`src/rtl/pc_gen.sv`:
```
// pc_gen: fetch-stage program counter with prioritised trap/branch redirects,
// start-up valid flag and a circular return-address stack for return prediction.
module pc_gen #(
    parameter int                 ADDR_W    = 32,
    parameter int                 STEP      = 1,
    parameter logic [ADDR_W-1:0]  RESET_VEC = '0,
    parameter int                 RAS_DEPTH = 4
) (
    input  logic              clk,
    input  logic              rst,
    input  logic              stall,
    input  logic              trap_req,
    input  logic [ADDR_W-1:0] trap_vec,
    input  logic              branch_true,
    input  logic [ADDR_W-1:0] new_addr,
    input  logic              ras_push,
    input  logic [ADDR_W-1:0] push_addr,
    input  logic              ras_pop,
    output logic [ADDR_W-1:0] pc_output,
    output logic              pc_valid,
    output logic              ras_empty,
    output logic              ras_full,
    output logic              ras_underflow
);
    localparam int PW = $clog2(RAS_DEPTH);
    localparam int CW = PW + 1;

    logic [ADDR_W-1:0] ras [RAS_DEPTH];
    logic [PW-1:0]     top, top_nx, wr_ptr;
    logic [CW-1:0]     cnt, cnt_nx;
    logic [ADDR_W-1:0] pc_nx;
    logic              hint_ok, pop_hit, do_push;

    assign ras_empty = cnt == '0;
    assign ras_full  = cnt == CW'(RAS_DEPTH);

    always_comb begin
        hint_ok = pc_valid & ~trap_req & ~branch_true & ~stall;
        pop_hit = hint_ok & ras_pop & ~ras_empty;
        do_push = hint_ok & ras_push;
        // a push alongside a successful pop reuses the popped slot
        wr_ptr  = pop_hit ? top : top + PW'(1);
        pc_nx   = ~pc_valid ? pc_output : trap_req ? trap_vec : branch_true ? new_addr :
                  stall ? pc_output : pop_hit ? ras[top] : pc_output + ADDR_W'(STEP);
        cnt_nx  = ~pc_valid ? cnt : trap_req ? '0 :
                  pop_hit ? (do_push ? cnt : cnt - CW'(1)) :
                  do_push ? (ras_full ? cnt : cnt + CW'(1)) : cnt;
        top_nx  = pop_hit ? (do_push ? top : top - PW'(1)) : do_push ? top + PW'(1) : top;
    end

    always_ff @(posedge clk) begin
        if (rst) begin
            pc_output     <= RESET_VEC;
            pc_valid      <= 1'b0;
            cnt           <= '0;
            top           <= '0;
            ras_underflow <= 1'b0;
        end else begin
            pc_output     <= pc_nx;
            pc_valid      <= 1'b1;
            cnt           <= cnt_nx;
            top           <= top_nx;
            ras_underflow <= hint_ok & ras_pop & ras_empty;
        end
    end

    always_ff @(posedge clk)
        if (!rst && do_push) ras[wr_ptr] <= push_addr;
endmodule

```
`config.mk`:
```
export PLATFORM = sky130hd
export DESIGN_NAME = pc_gen
export DESIGN_NICKNAME = d
export VERILOG_FILES = /design/src/rtl/pc_gen.sv
export SDC_FILE = /design/constraint.sdc
export NUM_CORES = 1
export LEC_CHECK = 0
export ABC_AREA = 1
export BUFFER_PORTS_ARGS = -buffer_cell sky130_fd_sc_hd__buf_2
export CAP_MARGIN = 10
export CORE_ASPECT_RATIO = 1.5
export CORE_MARGIN = 2
export CORE_UTILIZATION = 53
export CTS_BUF_LIST = sky130_fd_sc_hd__clkbuf_8
export CTS_CLUSTER_SIZE = 12
export DETAILED_ROUTE_END_ITERATION = 8
export PLACE_DENSITY = 0.79
export SETUP_SLACK_MARGIN = 0.5
export SLEW_MARGIN = 25
export SYNTH_ARGS = -nofsm -noshare
export SYNTH_HDL_FRONTEND = slang
export SYNTH_SLANG_ARGS = --single-unit
```
`constraint.sdc`:
```
create_clock -name clk -period 4.7 [get_ports clk]
set_input_delay 0.94 -clock clk [delete_from_list [all_inputs] [get_ports clk]]
set_output_delay 0.94 -clock clk [all_outputs]
set_load 0.005 [all_outputs]
```
Word-level counts from Yosys, hierarchy flattened
Memories as Yosys holds them, arrays and structs flattened. A register that Yosys moved wholly into a read port is not among the register bits.
Index checks and enable logic that the tools add are counted.
{ "op_classes": {"mux": 18, "bitwise": 11, "n_eq_ne": 5, "reduce_logical": 8, "n_addsub": 5} }
{ "op_table": {"columns": ["operator", "count"], "rows": [
  ["$mux 32", 4],
  ["$add 32x1->32 const B", 1],
  ["$mux 3", 5],
  ["$mux 2", 6],
  ["$and 1x1->1", 7],
  ["$not 1->1", 4],
  ["$reduce_and 2->1", 2],
  ["$reduce_and 4->1", 1],
  ["$add 3x1->3 const B", 1],
  ["$eq 3x3->1 const B", 1],
  ["$logic_not 3->1", 1],
  ["$mux 1", 3],
  ["$ne 3x1->1 const B", 1],
  ["$ne 3x2->1 const B", 1],
  ["$ne 3x3->1 const B", 1],
  ["$reduce_bool 3->1", 1],
  ["$sub 3x1->3 const B", 1],
  ["$add 2x1->2 const B", 1],
  ["$ne 2x2->1 const B", 1],
  ["$reduce_bool 2->1", 1],
  ["$sub 2x1->2 const B", 1],
  ["$logic_and 1x1->1", 1],
  ["$logic_not 1->1", 1]
]} }
{ "totals": {"ff_bits": 39, "ramBits": 128, "memories": 1, "elab_cells": 53, "output_inout_bits": 36, "inputBits": 103} }
{ "mem_list": {"columns": ["name", "depth", "width", "rd", "rd_ports_with_merged_regs", "write_ports", "line_no", "source"], "rows": [
  ["ras", 4, 32, 1, 1, 1, "28", "logic [ADDR_W-1:0] ras [RAS_DEPTH];"]
]} }

Depth between registers and ports, before layout
Gate-level depths: netlist of the first run.
{ "logic_depth": {"depth_word": 10, "mapped_depth": 18, "mapped_depth_nobuf": 15} }

Least setup slack after synthesis of the first run
OpenSTA, ideal clock, no wires.
{ "synth_path": {"path_kind": "input -> register", "startpoint": "input port trap_req", "endpoint": "memory ras[0][0] (enable)", "arrival_time_ps": 4268, "setup_time_ps": 461, "setup_slack_ps": -29, "n_path_buf": 2, "t_required_ps": 4239, "cell_stages": 11, "cell_sequence": "buf_6 clkinv_4 nand2_8 nor2_4 nand2_4 inv_2 nand2_4 buf_2 ha_1 inv_1 nor3_1"} }
{ "synth_between": {"elab_chain_len": 8, "word_cells_on_any_way": 11, "cone_classes": "mux (3); bitwise (7); reduce/logical (1)"} }
{ "synth_lines": {"columns": ["item", "line_no", "source"], "rows": [
  ["start: declaration", "12", "input logic trap_req,"],
  ["$not 1->1 *", "38", "hint_ok = pc_valid & ~trap_req & ~branch_true & ~stall;"],
  ["$and 1x1->1 * (3 in a row)", "38", null],
  ["$and 1x1->1", "40", "do_push = hint_ok & ras_push;"],
  ["$logic_and 1x1->1", "68", "if (!rst && do_push) ras[wr_ptr] <= push_addr;"],
  ["$mux 1", "68", null],
  ["$mux 1 (not written as such)", "68", null],
  ["end: declaration", "28", null]
]} }
Mark *: on every way between the ends. The rest lies on a longest branch, timed or not.

Worst setup path in the final report of the first run
{ "layout_path": {"startpoint": "input port trap_req", "endpoint": "memory ras[0][27] (enable)"} }
Same word-level chain as after synthesis.

==> run metrics, run 1 <==
share of cells above drive strength 1=20.74%; r2r setup slk=2.05 ns; Syn Nets=995; worst r2r src=pc_valid; count leader, synth=nand2_1; Max-Cap Viols=0; DR WL/cell=15.98 um; Synth async-reset ratio=0%; All-Layer GR Usage=24.03%; n_diodes=0; outcome=finished, final reports clean; routability cong.=0.9218; H-tree level count=4; leading area contributor after synthesis=edfxtp_1; synth cell count leaders=nand2_1, nor2_1, edfxtp_1; largest net degree at the start of global routing=67; crit path launch type=primary input; Slowest Stage Delay on Critical Path=0.45 ns; area grow syn2layout=15.26%; Clock Sinks=169; Setup crit end kind=register; clk buf depth=2; hold-fix buffers at CTS=0; Final Instance Count excl. Fillers=1221; antenna violations before repair=0; die width=104.9 um; CTS resizes=0; Setup Viol. Count Final=0; Final Power=3.029 mW; drt first pass iters=7; clock tree from TritonCTS=yes; drt drc=0; postcts setup bufs=0; Worst-path clk slew=0.09 ns; crit-path most repeated cell=nand2_4; final WL=19520 um; Synth area leaders=edfxtp_1, dfxtp_1, nand2_1, nor2_1, o21ai_0; crit path kind=primary input to register; Fillers=1317; hold path depth=2; post-route ant nets=0; Syn Inst Count=889; YS warnings=0; Max-slew headroom=30.36%; sink of the worst hold path=pc_output[31]; share of the synthesized area in the top cell type=47.48%; worst skew pair latency=0.44 ns; total gr overflow=0; Synth Register Bits=169; min Tclk post-route=3.200 ns; Seq/Total Area, Yosys=57.62%; DP HPWL=13360 um; CTS Buf Count=17; vias per inst=5.494; EDFF count, synth=128; die height=155.4 um; Final Hold Viols=0; Initial Util=53.96%; R2R depth=9; Core Rows=55; Main synth FF type=edfxtp_1; Core Region=15000 sq um; synthesized area=8095 sq um; Critical Path RT=4.77 ns; Max Clock Skew=0.02092 ns; vias in the first global route=6421; Distinct cells, synth=41; pwr/cell area=324.6 nW/um^2; hold wc startpoint=pc_output[31]; Mean Syn Cell Area=9.106 sq um; worst-margin pin slew=1.043 ns; Root Driver=clkbuf_8; final worst-path cycle share=68.08%; nets@finish=1115; cells along the critical path=buf_2, clkinv_4, nand2_8, nor2_4, nand2_4, inv_2, nand2_4, ha_1, inv_1, nor3_2, buf_4; Worst R2R End=ras[0][27]; Final Util=62.19%; first-pass GRT wire length=30600 um; VDD IR-drop max=0.1897 mV; crit path max fanout=36; fmax=0.3125 GHz; Pins Over Slew Limit=0; Inst Count DP=1189; Hold Crit Class=register to register; RSZ-0062 raised after global routing=no; Leakage=3.577 nW; IO Port Bufs=138; Critical Path AT=3.27 ns; Crit-path slowest cell=ha_1; initial DRC count=418; vias=6708; full die area=16300 sq um; I/O pins=139
==> report_power, final <==
part,total [mW],internal [mW],switching (mW)
Sequential,1.67,1.63,0.0402
Clock,1.08,0.538,0.538
Combinational,0.286,0.117,0.169
==> cell families (layout without fill, tap and decap cells) <==
group	after synthesis	in the layout	share of synthesized area [%]
AO/OA/AOI/OAI	218	218	14.81
XOR/XNOR	13	13	1.407
adder cells (fa/ha/maj)	3	3	0.4637
buffers and inverters	88	221	4.760
flip-flops	169	169	57.62
AND/OR/NAND/NOR	398	398	20.94
==> through the flow <==
step                TNS, ns  instance area (sq um)  setup slack [ns]  hold slack [ns]
global route              0                   9330             1.315           0.5536
detailed placement        0                   8905             1.072           0.5093
CTS                       0                   9330             1.540           0.5224
finish                    0                   9330             1.500           0.5233
floorplan            -1.839                   8095          -0.02873           0.4820
global placement          0                   8905             1.132           0.4783
==> cell type report <==
cell class	count	area, sq um	share of cell area, %
inverters	43	166.4	1.784
multi-input cells	632	3073	32.94
flip-flops and latches	169	4666	50.01
repair buffers	146	750.7	8.046
well taps	199	249.0	2.669
clock inverters	15	191.4	2.052
clock buffers	17	234.0	2.508
==> sequential cells by signal, indices dropped and copies added (netlist names), named ones only <==
signal,count
top,2
pc_output,32
cnt,3
ras,128
pc_valid,1
ras_underflow,1
==> cells in the final DEF, fill, tap and decap left out, drive strengths merged, types with 7 or more instances in the layout <==
| cell | count |
|---|---|
| buf | 146 |
| nor2 | 150 |
| nand3b | 9 |
| o21ai | 90 |
| inv | 46 |
| clkbuf | 17 |
| dfxtp | 41 |
| edfxtp | 128 |
| nand2 | 205 |
| nor3 | 9 |
| xnor2 | 7 |
| nand3 | 22 |
| o22ai | 55 |
| a21oi | 62 |
==> layer usage <==
metal	track usage, %	up-vias	part of all wire [%]
li1	-	3310	-
met4	11.68	0	3.1
met3	4.315	40	6.3
met2	42.52	278	52
met5	0	-	0
met1	28.06	3080	39
==> critical path: cells and delay by family <==
kind          cells  cell delay, ns
buf+inv           5            1.02
fa+ha+maj         1            0.45
simple gates      5            0.82
==> worst max-delay path by stage <==
stage	slack, ns	from	to	cells after the start
finish	1.50	trap_req	ras[0][27]	11
CTS	1.54	trap_req	ras[0][20]	11
detailed placement	1.07	trap_req	ras[0][29]	11
global route	1.31	trap_req	ras[0][27]	11
global placement	1.13	trap_req	ras[0][12]	11
floorplan	-0.03	trap_req	ras[0][0]	11
No activity file was read; power rests on OpenSTA's default activity.
==> run 2, diff against run 1 <==
--- a/config.mk
+++ b/config.mk
@@ -10,11 +10,11 @@
 export CAP_MARGIN = 10
 export CORE_ASPECT_RATIO = 1.5
 export CORE_MARGIN = 2
-export CORE_UTILIZATION = 53
+export CORE_UTILIZATION = 55
 export CTS_BUF_LIST = sky130_fd_sc_hd__clkbuf_8
 export CTS_CLUSTER_SIZE = 12
 export DETAILED_ROUTE_END_ITERATION = 8
-export PLACE_DENSITY = 0.79
+export PLACE_DENSITY = 0.78
 export SETUP_SLACK_MARGIN = 0.5
 export SLEW_MARGIN = 25
 export SYNTH_ARGS = -nofsm -noshare
==> constraint.sdc (replaced) <==
create_clock -name clk -period 3.2 [get_ports clk]
set_input_delay 0.64 -clock clk [delete_from_list [all_inputs] [get_ports clk]]
set_output_delay 0.64 -clock clk [all_outputs]
set_load 0.005 [all_outputs]
==> run metrics, run 2 (same netlist as run 1, synthesis figures left out) <==
DR WL/cell=16.49 um; Switch Pwr=1.126 mW; Max-Cap Viols=0; die width=103.1 um; min Tclk post-route=2.445 ns; VDD IR-drop max=0.3312 mV; post-route ant nets=0; outcome=finished, final reports clean; clock tree from TritonCTS=yes; postcts setup bufs=0; commonest non-fill, non-tap cell in the layout=nand2_1; final WL=20190 um; Crit-path slowest cell=buf_2; cell area after layout=9497 sq um; crit path launch type=primary input; vias in the first global route=6393; full die area=15720 sq um; most frequent cells in the layout=nand2_1, nor2_1, buf_2; nets@finish=1121; Worst-path clk slew=0.10 ns; Setup Viol. Count Final=0; metal2 WL=10510 um; Crit path max-delay family=buffers and inverters; final worst setup slack=0.7547 ns; n_diodes=0; Max Clock Skew=0.01933 ns; Comb power frac=9.4%; final worst-path cycle share=76.41%; vias=6819; largest net degree at the start of global routing=66; sw frac=24.67%; Pins Over Slew Limit=0; RSZ-0062 raised after global routing=no; pre-CTS WS=0.3540 ns; Fillers=1194; Root Driver=clkbuf_8; worst r2r src=pc_valid; total gr overflow=0; Max-slew headroom=59.55%; Hold Crit Class=primary input to register; crit-path most repeated cell=nand2_4; CTS resizes=0; vias per inst=5.571; Slowest Stage Delay on Critical Path=0.25 ns; Clock power frac=36.9%; I/O pins=139; die height=152.6 um; Initial Util=55.99%; Largest regs=ras x128, pc_output x32, cnt x3; Int Power=3.438 mW; Clock Sinks=169; Reg with most FFs=ras; antenna violations before repair=0; initial DRC count=371; metal3 WL=1297 um; setup TNS=0 ns; Crit. Startpoint=trap_req; Leakage=3.668 nW; CTS Buf Count=17; crit path max fanout=34; Seq pwr share=53.6%; Worst Path Buf+Inv=5; Core Rows=54; max reg flops=128; r2r setup slk=1.00 ns; routability cong.=0.9973; Critical Path RT=3.33 ns; first-pass GRT wire length=31720 um; DP HPWL=13830 um; hold wc startpoint=push_addr[5]; area grow syn2layout=17.31%; Setup crit end kind=register; drt first pass iters=4; Cell Area, Placed=9050 sq um; worst skew pair latency=0.45 ns; fmax=0.4090 GHz; cells along the critical path=buf_2, clkinv_8, nand2_8, nor2_4, nand2_4, inv_4, nand2_4, nand2_1, o21ai_2, inv_1, nor3_4, buf_12; crit path kind=primary input to register; pwr/cell area=480.6 nW/um^2; share of cells above drive strength 1=21.40%; hold-fix buffers at CTS=0; All-Layer GR Usage=26.22%; Top Layer Used=met4; drt drc=0; IO Port Bufs=138; clk buf depth=2; Critical Path AT=2.58 ns; Core Region=14460 sq um; wl on met1=7911 um; Final Power=4.564 mW; H-tree level count=4; worst-margin pin slew=0.6067 ns; Final Hold Viols=0
-- run 2: cell count changes in the layout (fill, tap and decap cells not counted), sizes merged --
| cell | before | now |
|---|---|---|
| buf | 146 | 152 |
| bufinv | 3 | 4 |
| clkinv | 3 | 5 |
| clkinvlp | 6 | 2 |
| inv | 46 | 47 |
-- run 2: area by class of cell --
class / instances / area [sq um] / share of cell area (%)
inverters: 43 / 178.9 / 1.884
repair buffers: 152 / 845.8 / 8.906
clock buffers: 17 / 234.0 / 2.464
multi-input cells: 632 / 3114 / 32.79
well taps: 196 / 245.2 / 2.582
clock inverters: 15 / 212.7 / 2.240
flip-flops and latches: 169 / 4666 / 49.13
-- run 2: worst paths after layout --
| kind | to | cells after the start |
|---|---|---|
| setup / recovery | ras[2][10] | 12 |
| hold / removal | ras[0][5] | 1 |
| setup reg to reg | ras[2][10] | 9 |
| hold reg to reg | pc_output[31] | 2 |
-- run 2: per-stage QoR --
| step | std cells | utilization, % | hold slack [ns] |
|---|---|---|---|
| after detailed placement | 1192 | 62.59 | 0.5093 |
| after global placement | 1192 | 62.59 | 0.4909 |
| after global routing | 1224 | 65.68 | 0.3696 |
| after CTS | 1224 | 65.68 | 0.3847 |
| after floorplan | 889 | - | 0.4820 |
| final | 1224 | 65.68 | 0.4033 |
-- run 2: power groups by stage --
stage	Combinational [mW]	Clock, mW	Sequential [mW]
floorplan	0.252	0	2.49
global placement	0.418	0	2.50
detailed placement	0.427	0	2.50
CTS	0.430	1.71	2.45
global route	0.485	1.79	2.46
finish	0.431	1.69	2.45
-- run 2: routing by layer --
layer	track usage (%)	vias up
met4	10.21	0
li1	-	3334
met1	32.28	3194
met5	0	-
met3	4.679	33
met2	44.99	258
